[config.mk]
export PLATFORM = sky130hd
export DESIGN_NAME = alarma_secuenciador
export DESIGN_NICKNAME = d
export VERILOG_FILES = /design/src/rtl/alarma_secuenciador.sv
export SDC_FILE = /design/constraint.sdc
export NUM_CORES = 1
export LEC_CHECK = 0
export CAP_MARGIN = 20
export CORE_MARGIN = 1.5
export CORE_UTILIZATION = 40
export CTS_BUF_LIST = sky130_fd_sc_hd__clkbuf_4 sky130_fd_sc_hd__clkbuf_8
export DETAILED_ROUTE_END_ITERATION = 10
export SLEW_MARGIN = 20
export SYNTH_ARGS = -nofsm -noshare
export SYNTH_HDL_FRONTEND = slang
export SYNTH_SLANG_ARGS = --single-unit
[constraint.sdc]
create_clock -name CLK_puar -period 2.6 [get_ports CLK_puar]
set_input_delay 0.39 -clock CLK_puar [delete_from_list [all_inputs] [get_ports CLK_puar]]
set_output_delay 0.39 -clock CLK_puar [all_outputs]
set_load 0.01 [all_outputs]
[src/rtl/alarma_secuenciador.sv]
// Sensor-alarm controller: latches the four sensor requests, runs the siren/silence
// state machine with a silence timeout, rotates the display between active alarms
// and scans a 4-digit active-low 7-segment display.
module alarma_secuenciador #(
    parameter int unsigned DWELL_CYC = 50_000_000,
    parameter int unsigned SIL_CYC   = 250_000_000,
    parameter int unsigned SCAN_CYC  = 50_000
) (
    input  logic        CLK_puar,
    input  logic        restart,
    input  logic [3:0]  sensores,
    input  logic        silenciar,
    input  logic        reinicio,
    output logic [10:0] SSD,
    output logic [2:0]  leds,
    output logic [3:0]  activa
);

    localparam int unsigned DwellW = (DWELL_CYC > 1) ? $clog2(DWELL_CYC) : 1;
    localparam int unsigned SilW   = (SIL_CYC > 1) ? $clog2(SIL_CYC) : 1;
    localparam int unsigned ScanW  = (SCAN_CYC > 1) ? $clog2(SCAN_CYC) : 1;

    localparam logic [DwellW-1:0] DwellLast = DwellW'(DWELL_CYC - 1);
    localparam logic [SilW-1:0]   SilLast   = SilW'(SIL_CYC - 1);
    localparam logic [ScanW-1:0]  ScanLast  = ScanW'(SCAN_CYC - 1);

    // Segment patterns, g..a, active-low
    localparam logic [6:0] SegA     = 7'b0001000;
    localparam logic [6:0] SegDash  = 7'b0111111;
    localparam logic [6:0] SegBlank = 7'b1111111;

    typedef enum logic [1:0] {
        StIdle     = 2'd0,
        StAlarm    = 2'd1,
        StSilenced = 2'd2
    } state_e;

    logic [3:0]        activa_q, activa_d;
    logic              new_alarm;
    state_e            state_q;
    logic [2:0]        leds_q;
    logic [SilW-1:0]   sil_q;
    logic [1:0]        ptr_q, ptr_d;
    logic [DwellW-1:0] dwell_q, dwell_d;
    logic [ScanW-1:0]  scan_q, scan_d;
    logic [1:0]        dig_q, dig_d;
    logic [10:0]       ssd_q, ssd_d;

    // Next set bit after p, searching p+1, p+2, p+3 cyclically; p itself if none
    function automatic logic [1:0] next_set(input logic [1:0] p, input logic [3:0] v);
        logic [1:0] r;
        logic [1:0] idx;
        r = p;
        for (int k = 3; k >= 1; k--) begin
            idx = p + 2'(k);
            if (v[idx]) r = idx;
        end
        return r;
    endfunction

    function automatic logic [2:0] popcount4(input logic [3:0] v);
        return {2'b00, v[0]} + {2'b00, v[1]} + {2'b00, v[2]} + {2'b00, v[3]};
    endfunction

    function automatic logic [6:0] seg_num(input logic [2:0] n);
        logic [6:0] s;
        case (n)
            3'd0:    s = 7'b1000000;
            3'd1:    s = 7'b1111001;
            3'd2:    s = 7'b0100100;
            3'd3:    s = 7'b0110000;
            3'd4:    s = 7'b0011001;
            default: s = SegBlank;
        endcase
        return s;
    endfunction

    // Latch: sensors set bits; reinicio clears only bits whose sensor is low
    always_comb begin
        activa_d  = sensores | (activa_q & ~({4{reinicio}} & ~sensores));
        new_alarm = |(activa_d & ~activa_q);
    end

    // Latched alarm register
    always_ff @(posedge CLK_puar or negedge restart) begin
        if (!restart) begin
            activa_q <= '0;
        end else begin
            activa_q <= activa_d;
        end
    end

    // Siren/silence FSM with registered leds and silence timer
    always_ff @(posedge CLK_puar or negedge restart) begin
        if (!restart) begin
            state_q <= StIdle;
            leds_q  <= 3'b001;
            sil_q   <= '0;
        end else begin
            case (state_q)
                StIdle: begin
                    sil_q <= '0;
                    if (activa_q != 4'b0000) begin
                        state_q <= StAlarm;
                        leds_q  <= 3'b100;
                    end
                end
                StAlarm: begin
                    sil_q <= '0;
                    if (activa_q == 4'b0000) begin
                        state_q <= StIdle;
                        leds_q  <= 3'b001;
                    end else if (silenciar && !new_alarm) begin
                        state_q <= StSilenced;
                        leds_q  <= 3'b010;
                    end
                end
                StSilenced: begin
                    if (activa_q == 4'b0000) begin
                        state_q <= StIdle;
                        leds_q  <= 3'b001;
                        sil_q   <= '0;
                    end else if (new_alarm) begin
                        state_q <= StAlarm;
                        leds_q  <= 3'b100;
                        sil_q   <= '0;
                    end else if (silenciar) begin
                        sil_q <= '0;
                    end else if (sil_q == SilLast) begin
                        state_q <= StAlarm;
                        leds_q  <= 3'b100;
                        sil_q   <= '0;
                    end else begin
                        sil_q <= sil_q + SilW'(1);
                    end
                end
                default: begin
                    state_q <= StIdle;
                    leds_q  <= 3'b001;
                    sil_q   <= '0;
                end
            endcase
        end
    end

    // Rotation pointer: hop on dwell expiry or when the pointed bit is cleared
    always_comb begin
        ptr_d   = ptr_q;
        dwell_d = dwell_q;
        if (activa_q == 4'b0000) begin
            ptr_d   = 2'd0;
            dwell_d = '0;
        end else if (!activa_q[ptr_q] || (dwell_q == DwellLast)) begin
            ptr_d   = next_set(ptr_q, activa_q);
            dwell_d = '0;
        end else begin
            dwell_d = dwell_q + DwellW'(1);
        end
    end

    // Display scan: digit index advances every SCAN_CYC cycles
    always_comb begin
        dig_d  = dig_q;
        scan_d = scan_q + ScanW'(1);
        if (scan_q == ScanLast) begin
            scan_d = '0;
            dig_d  = dig_q + 2'd1;
        end
    end

    // Digit content for the currently scanned digit
    always_comb begin
        logic [6:0] seg;
        seg = SegBlank;
        case (dig_q)
            2'd3: seg = (state_q == StIdle) ? SegDash : SegA;
            2'd2: seg = SegBlank;
            2'd1: seg = seg_num(popcount4(activa_q));
            default: seg = (activa_q == 4'b0000) ? SegBlank : seg_num({1'b0, ptr_q} + 3'd1);
        endcase
        ssd_d = {~(4'b0001 << dig_q), seg};
    end

    // Rotation, scan and display registers
    always_ff @(posedge CLK_puar or negedge restart) begin
        if (!restart) begin
            ptr_q   <= 2'd0;
            dwell_q <= '0;
            scan_q  <= '0;
            dig_q   <= 2'd0;
            ssd_q   <= 11'h7FF;
        end else begin
            ptr_q   <= ptr_d;
            dwell_q <= dwell_d;
            scan_q  <= scan_d;
            dig_q   <= dig_d;
            ssd_q   <= ssd_d;
        end
    end

    assign SSD    = ssd_q;
    assign leds   = leds_q;
    assign activa = activa_q;

endmodule

==> flow_summary.json <==
{
  "crit_buf_inv": 2,
  "finalMaxSlewViolations": 0,
  "holdWs_ns": 0.4912,
  "avgViaCountPerCell": 5.049,
  "seqCellArea_um2": 2317,
  "power.density_nw_per_um2": 600.4,
  "maxCapViolations": 0,
  "areaGrowthSynthToFinish_pct": 12.00,
  "cts.repair.resized": 0,
  "required_ns": 2.87,
  "syn_area_per_cell_um2": 10.47,
  "ys_ff_latch": 92,
  "die_h_um": 115.9,
  "first_iter_violations": 188,
  "synth_warnings": 0,
  "grt_max_degree": 54,
  "synth_fp_nets": 512,
  "die_area_um2": 13430,
  "critPathSlowestCell": "or3b_2",
  "placed_area_um2": 5524,
  "slew_headroom_pct": 61.92,
  "cts_sinks": 92,
  "multi_input_area_um2": 2565,
  "yosysMostFrequentCell": "dfrtp_1",
  "pwr-share-seq_pct": 48.8,
  "leakagePower_nw": 2.389,
  "grt_usage_pct": 15.31,
  "syn_area_um2": 5099,
  "net-switching-power_mw": 1.074,
  "r2r_start": "activa[1]$_DFF_PN0_",
  "io_pins": 26,
  "design_area_um2": 5710,
  "ys_types": 61,
  "rows": 41,
  "startpoint": "activa[1]$_DFF_PN0_",
  "worstSkewPairLatency_ns": 0.37,
  "synth_edf_count": 0,
  "root_buffer": "clkbuf_8",
  "yosysTopAreaCell": "dfrtp_1",
  "via_count": 3514,
  "cts_hold_buf": 1,
  "status": "finished clean",
  "power.internal_mw": 2.355,
  "dp_hpwl_um": 6713,
  "seq_area_frac_synth_pct": 45.45,
  "arrival_ns": 2.44,
  "cts_tree": "yes",
  "path_cells": "inv_2, ha_1, or3b_2, nand2_1, a31o_1, buf_4, nor2_1",
  "fin_nets": 544,
  "worstSetupPathType": "register to register",
  "yosys-top-cells-area": "dfrtp_1, xor2_1, dfstp_2, nor2_1, nand3_1",
  "fin_crit_ns": 2.178,
  "synth_top_area_share_pct": 39.26,
  "fill_cells": 1222,
  "layout-drive-gt1-share_pct": 14.12,
  "tightest_slew_ns": 0.5681,
  "syn_inst": 487,
  "hold_path.class": "register to register",
  "dp_slack_ns": 0.2822,
  "combinationalPowerShare_pct": 25.6,
  "ys.flop_type": "dfrtp_1",
  "cp_slowest_stage_delay_ns": 0.55,
  "clock_power_share_pct": 25.6,
  "hp-start": "dwell_q[0]$_DFF_PN0_",
  "clock_skew_ns": 0.005687,
  "ant_nets": 0,
  "die_w_um": 115.9,
  "firstDrtPassIters": 4,
  "timing.final.crit_share_pct": 83.79,
  "finalWeightedCongestion": 0.7980,
  "ir_worst_vdd_mv": 0.2390,
  "htree_levels": 3,
  "post_drt_wl_per_cell_um": 13.55,
  "synth_commonest_cells": "dfrtp_1, nor2_1, nand3_1",
  "fin_tns_setup_ns": 0,
  "cp-start-kind": "register",
  "drt-total-wl_um": 9434,
  "core_um2": 12520,
  "fmax_ghz": 0.4590,
  "synth_async_sr_flop_share_pct": 100.0,
  "finalHoldViolCount": 0,
  "clkSlewWorstSetupHoldPaths_ns": 0.09,
  "drc": 0,
  "port_buffers": 25,
  "antenna_found_initial": 0,
  "crit_fanout": 10,
  "swShare_pct": 31.32,
  "post_cts_buffers": 0,
  "cts_buffers": 9,
  "cts_buffer_depth": 2,
  "n_antenna_cell": 0,
  "grt_pass1_wl_um": 16130,
  "rsz0062_at_grt": "false",
  "cp_top_family": "simple AND/OR/NAND/NOR gates",
  "grt_pass1_vias": 3450,
  "setup_ws_ns": 0.4215,
  "grt.overflow.total": 0,
  "start_util_pct": 40.73,
  "setup_viol": 0,
  "crit_path_end_kind": "register"
}
==> cells by family after synthesis <==
group                      Yosys count  share of synthesized area (%)
adders and majority gates           18                          4.515
AOI/OAI and AO/OA                   41                          5.546
xor gates and xnor gates            64                          10.99
and+or+nand+nor                    227                          26.67
DFF                                 92                          45.45
buffers and inverters               37                          4.294
muxes                                8                          2.528
==> routing by layer <==
layer  wire (µm)  up-vias  global-route usage, %
met1        4490     1727                  19.60
met3         278        9                  4.550
met2        4560       39                  24.67
met4         104        0                  5.528
met5           0        -                      0
li1            -     1739                      -
==> worst reg2reg max path, delay by kind of cell (launching register included) <==
kind | cells | cell delay, ns
adders and majority gates | 1 | 0.21
DFF | 1 | 0.39
and+or+nand+nor | 3 | 0.75
buffers and inverters | 2 | 0.37
AOI/OAI and AO/OA | 1 | 0.36
==> final timing paths <==
path | to | slack [ns] | cells after the start
max | dwell_q[18]$_DFF_PN0_ | 0.42 | 7
min | dwell_q[0]$_DFF_PN0_ | 0.49 | 1
max reg2reg | dwell_q[18]$_DFF_PN0_ | 0.42 | 7
min reg2reg | dwell_q[0]$_DFF_PN0_ | 0.49 | 1
max in group asynchronous | sil_q[12]$_DFF_PN0_ | 1.40 | 3
min in group asynchronous | dwell_q[13]$_DFF_PN0_ | 0.54 | 2
==> power by group through the flow <==
stage | logic [mW] | clock network [mW] | registers [mW]
global placement | 0.865 | 0 | 1.70
detailed placement | 0.883 | 0 | 1.70
floorplan | 0.549 | 0 | 1.72
global route | 0.994 | 0.979 | 1.69
CTS | 0.888 | 0.923 | 1.67
finish | 0.879 | 0.877 | 1.67
==> state kept, by name (all words and copies together) (netlist names) <==
register  flops
dig_q         2
dwell_q      26
ptr_q         2
sil_q        28
scan_q       16
state_q       1
SSD          11
activa        4
leds          2
==> layout make-up <==
cell class,count,area share [%]
Multi-Input combinational cell,358,44.92
Sequential cell,92,40.58
Timing Repair Buffer,35,6.135
Tap cell,172,3.769
Clock buffer,9,2.169
Inverter,23,1.512
Clock inverter,7,0.9202
==> per-stage QoR <==
| step | util [%] | power (mW) | cells |
|---|---|---|---|
| 2_1_floorplan | - | 2.272 | 487 |
| 4_1_cts | 45.62 | 3.485 | 696 |
| 5_1_grt | 45.62 | 3.663 | 696 |
| 3_3_place_gp | 44.13 | 2.563 | 679 |
| 3_5_place_dp | 44.13 | 2.586 | 679 |
| 6_report | 45.62 | 3.428 | 696 |
==> cells in the final DEF (no fill, tap or decap), types with 9 or more instances in the layout <==
| cell type | netlist | final |
|---|---|---|
| nand3_1 | 42 | 42 |
| xor2_1 | 41 | 41 |
| dfstp_2 | 12 | 12 |
| and3_1 | 16 | 16 |
| ha_1 | 16 | 16 |
| a21oi_1 | 9 | 9 |
| nand2_1 | 20 | 20 |
| nor2_4 | 18 | 18 |
| nand4_1 | 14 | 14 |
| inv_1 | 22 | 22 |
| xnor2_1 | 23 | 23 |
| dfrtp_1 | 80 | 80 |
| clkdlybuf4s50_1 | 0 | 24 |
| nor2_1 | 61 | 61 |
| o21ai_0 | 11 | 11 |
| clkbuf_8 | 0 | 9 |
Note: power is estimated with default switching activity, not from simulation.
